--- config.mk ---
export PLATFORM = sky130hd
export DESIGN_NAME = pred_upd_sched
export DESIGN_NICKNAME = d
export VERILOG_FILES = /design/src/rtl/riscv_pkg.sv /design/src/rtl/pred_upd_fifo.sv /design/src/rtl/pred_upd_sched.sv
export SDC_FILE = /design/constraint.sdc
export NUM_CORES = 1
export LEC_CHECK = 0
export ABC_AREA = 0
export CAP_MARGIN = 30
export CORE_MARGIN = 5
export CORE_UTILIZATION = 59
export DETAILED_ROUTE_END_ITERATION = 8
export GPL_ROUTABILITY_DRIVEN = 1
export PLACE_DENSITY_LB_ADDON = 0.2
export SYNTH_ARGS = -nofsm -noshare
export SYNTH_HDL_FRONTEND = slang
export SYNTH_SLANG_ARGS = --single-unit
--- constraint.sdc ---
create_clock -name clk -period 14.9 [get_ports clk]
set_input_delay 2.235 -clock clk [delete_from_list [all_inputs] [get_ports clk]]
set_output_delay 2.235 -clock clk [all_outputs]
set_load 0.05 [all_outputs]
--- src/rtl/riscv_pkg.sv ---
// Shared types for the branch-predictor update path.
package riscv_pkg;

    localparam int XLEN = 32;

    // One resolved-branch record as queued for the predictor.
    typedef struct packed {
        logic [XLEN-1:0] pc_branch;
        logic [XLEN-1:0] pc_target;
        logic            mispred;
    } pred_upd_t;

    typedef enum logic [1:0] {
        ST_IDLE     = 2'd0,
        ST_ISSUE    = 2'd1,
        ST_DISABLED = 2'd2
    } pred_sched_state_e;

endpackage

--- src/rtl/pred_upd_fifo.sv ---
// Record FIFO for pred_upd_sched: storage, wrapping pointers, occupancy.
// The head entry is read combinationally from registered storage.
module pred_upd_fifo
    import riscv_pkg::*;
#(
    parameter int DEPTH = 4
) (
    input  logic                       clk,
    input  logic                       reset,
    input  logic                       clr,
    input  logic                       push,
    input  pred_upd_t                  wdata,
    input  logic                       pop,
    output pred_upd_t                  rdata,
    output logic                       full,
    output logic                       empty,
    output logic [$clog2(DEPTH+1)-1:0] count
);

    localparam int PW = $clog2(DEPTH);
    localparam int CW = $clog2(DEPTH+1);

    pred_upd_t     mem [DEPTH];
    logic [PW-1:0] wr_ptr;
    logic [PW-1:0] rd_ptr;

    // Storage write; clear takes priority so a clearing cycle never leaves data behind.
    always_ff @(posedge clk) begin
        if (push && !clr) begin
            mem[wr_ptr] <= wdata;
        end
    end

    // Pointers and occupancy; pointers wrap naturally on the power-of-two depth.
    always_ff @(posedge clk) begin
        if (reset || clr) begin
            wr_ptr <= '0;
            rd_ptr <= '0;
            count  <= '0;
        end else begin
            wr_ptr <= wr_ptr + PW'(push);
            rd_ptr <= rd_ptr + PW'(pop);
            count  <= count + CW'(push) - CW'(pop);
        end
    end

    assign rdata = mem[rd_ptr];
    assign full  = (count == CW'(DEPTH));
    assign empty = (count == '0);

endmodule

--- src/rtl/pred_upd_sched.sv ---
// Predictor update scheduler: queues resolved branches and replays them one
// per cycle onto the predictor update port, deferring during fetch lookups,
// discarding on flush/disable and counting the discarded records.
module pred_upd_sched
    import riscv_pkg::*;
#(
    parameter int UPD_DEPTH  = 4,
    parameter int DROP_CNT_W = 8
) (
    input  logic                  clk,
    input  logic                  reset,
    input  logic                  bu_upd_v_i,
    output logic                  bu_upd_ready_o,
    input  logic [XLEN-1:0]       bu_pc_branch_i,
    input  logic [XLEN-1:0]       bu_pc_target_i,
    input  logic                  bu_mispred_i,
    input  logic                  fetch_lookup_i,
    input  logic                  flush_i,
    input  logic                  pred_ctrl_en_i,
    output logic                  pred_en_o,
    output logic [XLEN-1:0]       pred_pc_branch_o,
    output logic [XLEN-1:0]       pred_pc_target_o,
    output logic                  pred_success_o,
    output logic                  pred_failed_o,
    output logic [DROP_CNT_W-1:0] upd_drop_cnt_o,
    output logic                  upd_busy_o
);

    localparam int CW = $clog2(UPD_DEPTH+1);
    localparam int IW = CW + 1;
    localparam int SW = DROP_CNT_W + IW;

    pred_sched_state_e state, state_next;
    pred_upd_t         head, wrec;
    logic              full, empty, accept, fifo_push, fifo_clr;
    logic [CW-1:0]     count;
    logic [IW-1:0]     drop_inc;
    logic [SW-1:0]     drop_sum;
    logic [DROP_CNT_W-1:0] drop_cnt;

    // Readiness depends only on registered occupancy and flush, never on a same-cycle pop.
    assign bu_upd_ready_o = ~full & ~flush_i;
    assign accept         = bu_upd_v_i & bu_upd_ready_o;
    // Records only enter the FIFO while enabled; otherwise they are counted as dropped.
    assign fifo_push      = accept & pred_ctrl_en_i & (state != ST_DISABLED);
    assign fifo_clr       = flush_i | (~pred_ctrl_en_i & (state != ST_DISABLED));
    assign wrec           = '{pc_branch: bu_pc_branch_i, pc_target: bu_pc_target_i,
                              mispred: bu_mispred_i};

    pred_upd_fifo #(.DEPTH(UPD_DEPTH)) u_fifo (
        .clk   (clk),
        .reset (reset),
        .clr   (fifo_clr),
        .push  (fifo_push),
        .wdata (wrec),
        .pop   (pred_en_o),
        .rdata (head),
        .full  (full),
        .empty (empty),
        .count (count)
    );

    // State register.
    always_ff @(posedge clk) begin
        if (reset) state <= ST_IDLE;
        else       state <= state_next;
    end

    // Next state: flush beats disable, disable beats push/pop.
    always_comb begin
        state_next = state;
        unique case (state)
            ST_IDLE: begin
                if (flush_i)              state_next = ST_IDLE;
                else if (!pred_ctrl_en_i) state_next = ST_DISABLED;
                else if (fifo_push)       state_next = ST_ISSUE;
            end
            ST_ISSUE: begin
                if (flush_i)              state_next = ST_IDLE;
                else if (!pred_ctrl_en_i) state_next = ST_DISABLED;
                else if (pred_en_o && count == CW'(1) && !fifo_push)
                                          state_next = ST_IDLE;
            end
            ST_DISABLED: begin
                if (pred_ctrl_en_i)       state_next = ST_IDLE;
            end
            default:                      state_next = ST_IDLE;
        endcase
    end

    // Issue gating and head-record outputs; data is zeroed when not strobing.
    always_comb begin
        pred_en_o        = (state == ST_ISSUE) & ~fetch_lookup_i & ~flush_i;
        pred_pc_branch_o = pred_en_o ? head.pc_branch : '0;
        pred_pc_target_o = pred_en_o ? head.pc_target : '0;
        pred_success_o   = pred_en_o & ~head.mispred;
        pred_failed_o    = pred_en_o &  head.mispred;
        upd_busy_o       = ~empty;
    end

    // Records lost this cycle: queued ones on flush/disable (minus any popped), plus refused-by-disable pushes.
    always_comb begin
        drop_inc = '0;
        if (state == ST_DISABLED)  drop_inc = IW'(accept);
        else if (flush_i)          drop_inc = IW'(count);
        else if (!pred_ctrl_en_i)  drop_inc = IW'(count) - IW'(pred_en_o) + IW'(accept);
        drop_sum = SW'(drop_cnt) + SW'(drop_inc);
    end

    // Saturating drop counter, cleared only by reset.
    always_ff @(posedge clk) begin
        if (reset)                              drop_cnt <= '0;
        else if (drop_sum[SW-1:DROP_CNT_W] != '0) drop_cnt <= '1;
        else                                    drop_cnt <= drop_sum[DROP_CNT_W-1:0];
    end

    assign upd_drop_cnt_o = drop_cnt;

endmodule

==> results.ini <==
[worst_setup_path]
path_class=in2out
reg2reg_slack_ns=10.45
slowest_delay_ns=0.84
critPathMaxFanout=67
arrival_ns=4.95
cp_data_required_time_ns=12.66
crit_path_start_kind=input port
critical_path.cell_chain=clkdlybuf4s50_1 > or3_2 > buf_4 > nor2b_1 > clkdlybuf4s50_1
endpoint_kind=output port
crit_path_top_delay_cell=clkdlybuf4s50_1
path_common_cell=clkdlybuf4s50_1

[grt]
met2_usage=0.348
grt_usage=0.196
grt_util_met1=0.252
grt_pass1_vias=5891
grt.busiest_layer=met2
grt-ovfl-total=0
antenna_found_initial=0
grt_max_degree=68
grt_pass1_wl_mm=33.0
met3_usage=0.0403

[drt]
final_antenna_net_count=0
routedWlPerCell_um=22.1
detailedRoute.firstIterationViolations=371
vias=5454
drtPass1Iterations=5
via_per_inst=5.80
wl_mm=20.8
remaining_drc_errors=0

[timing]
fin_crit_sh=0.482
drv_slew=0
finClkSkew_ns=0.0259
worst_slack_ns=7.71
whs_ns=0.564
max_slew.worst_pin.slew_ns=0.772
finalSetupViolCount=0
tns_ns=0
slew_headroom=0.485
rsz0062_at_grt=no
hold_violations=0
max_freq_mhz=139
fin_crit_ns=7.19

[die]
pin_count=148
start_util=0.605
fp.dieH_um=146
coreArea_um2=18100
dieArea_um2=21400
core.rowCount=49
die_w_um=146

[power]
powerDensity_nw_per_um2=117
ir_worst_vdd_v=0.000115
leakagePower_nw=4.26
fin_total_pwr_mw=1.58

[synthesis]
synth_cells=533
ys_warn_count=0
synth_cell_type_count=43
synth-edff-count=260
yosysMostFrequentCell=edfxtp_1
post-synth-top-area-cell=edfxtp_1
syn_nets=618
synthesis.area_um2=10900
synthArstFlopShare=0
synth_area_leaders=edfxtp_1, mux4_2, nor2b_1
ys_seq_area_frac=0.745
yosys_register_bits=277
synthTopCellsByCount=edfxtp_1, nor2b_1, mux4_2
synthFlopType=edfxtp_1
syn_avg_cell_area_um2=20.5
synthDominantCellAreaShare=0.714

[finish]
drive_above_1_share=0.169
area_growth_pct=23.4
fillCellCount=1037
antenna-diode-count=0
layout.nets=777

[cts]
holdBufCountCts=0
cts_num_sinks=277
tritoncts=done
insertion_delay_ns=0.54
post-cts-setup-buffers=0
htree_levels=1
cts_buffers=27
cts.root.buffer_cell=clkbuf_16
clk_pin_slew_ns=0.06
max-clock-path-buffers=3
cts-resized-gates=0

[placed_design]
dpl_worst_slack_ns=7.72
io_buffers=147
gp_congestion=0.899
hpwl_mm=12.5

[hold_path]
hold_path.class=reg2reg

[run]
maxCapViolCount=0

[run_status]
outcome=finished, final reports clean

## layer usage
metal,up-vias,wire [µm]
met4,0,401
met3,28,1090
met5,-,0
li1,2464,-
met1,2798,8510
met2,164,10800
## state kept, by name, indices dropped and copies added (netlist names)
name / cells
u_fifo.mem: 260
u_fifo.rd_ptr: 2
state: 2
upd_drop_cnt_o: 8
u_fifo.count: 3
u_fifo.wr_ptr: 2
## final timing paths
kind / start / end / depth (start not counted)
max reg2reg: state[0]$_SDFFE_PP0P_ / upd_drop_cnt_o[5]$_SDFF_PP0_ / 17
min reg2reg: upd_drop_cnt_o[4]$_SDFF_PP0_ / upd_drop_cnt_o[4]$_SDFF_PP0_ / 2
min: upd_drop_cnt_o[4]$_SDFF_PP0_ / upd_drop_cnt_o[4]$_SDFF_PP0_ / 2
max: flush_i / pred_pc_target_o[30] / 5
## logic make-up (layout without fill, tap and decap cells)
logic type | after synthesis | after routing | share of synthesized area
xor gates and xnor gates | 7 | 7 | 0.00561
adders and majority gates | 14 | 14 | 0.0181
muxes | 65 | 65 | 0.134
AOI/OAI and AO/OA | 26 | 26 | 0.0167
buffers and inverters | 36 | 215 | 0.0200
DFF | 277 | 277 | 0.745
and+or+nand+nor | 108 | 108 | 0.0605
## stage by stage
| step | cells | cell area, µm² | utilization |
|---|---|---|---|
| floorplan | 533 | 10900 | - |
| detailed placement | 892 | 12600 | 0.698 |
| global route | 941 | 13500 | 0.746 |
| CTS | 941 | 13500 | 0.746 |
| global placement | 890 | 12600 | 0.696 |
| finish | 941 | 13500 | 0.746 |
## cells in the final DEF, fill, tap and decap left out, types with 2 or more instances in the layout
master | netlist | final
nor3b_2 | 1 | 2
nor2_1 | 11 | 11
dfxtp_4 | 0 | 2
clkbuf_16 | 0 | 27
and3b_4 | 0 | 2
a21o_1 | 4 | 4
clkinv_2 | 0 | 5
a31oi_1 | 2 | 2
nor4b_1 | 2 | 2
xnor2_1 | 6 | 6
buf_12 | 0 | 2
inv_1 | 11 | 11
buf_4 | 2 | 6
a311oi_1 | 2 | 2
nand2_1 | 2 | 2
fa_1 | 3 | 3
clkdlybuf4s50_1 | 0 | 147
nor3_1 | 3 | 3
and2_1 | 5 | 5
edfxtp_1 | 260 | 260
clkbuf_1 | 7 | 7
nand2b_1 | 2 | 2
nor2b_1 | 69 | 69
clkinv_1 | 0 | 5
bufinv_16 | 0 | 3
a21oi_1 | 9 | 9
mux4_2 | 65 | 65
ha_1 | 11 | 11
dfxtp_1 | 17 | 15
## worst max-delay path, delay by kind of cell
kind | cells | cell delay, ns
AND/OR/NAND/NOR | 2 | 0.83
buffers and inverters | 3 | 1.82
## power by group
part	internal [mW]	switching, mW	leakage, nW	total (mW)
sequential	0.857	0.00228	2.49	0.859
combinational	0.0293	0.0287	1.35	0.0580
clock	0.387	0.274	0.421	0.661
total	1.27	0.305	4.26	1.58
## area by class of cell
type / count / area (µm²) / share of cell area
well taps: 229 / 287 / 0.0212
repair buffers: 155 / 1560 / 0.115
clock buffers: 34 / 702 / 0.0520
multi-input cells: 220 / 2590 / 0.192
clock inverters: 15 / 161 / 0.0120
flip-flops and latches: 277 / 8160 / 0.605
inverters: 11 / 41.3 / 0.00306
Power figures use the tool's default switching activity.
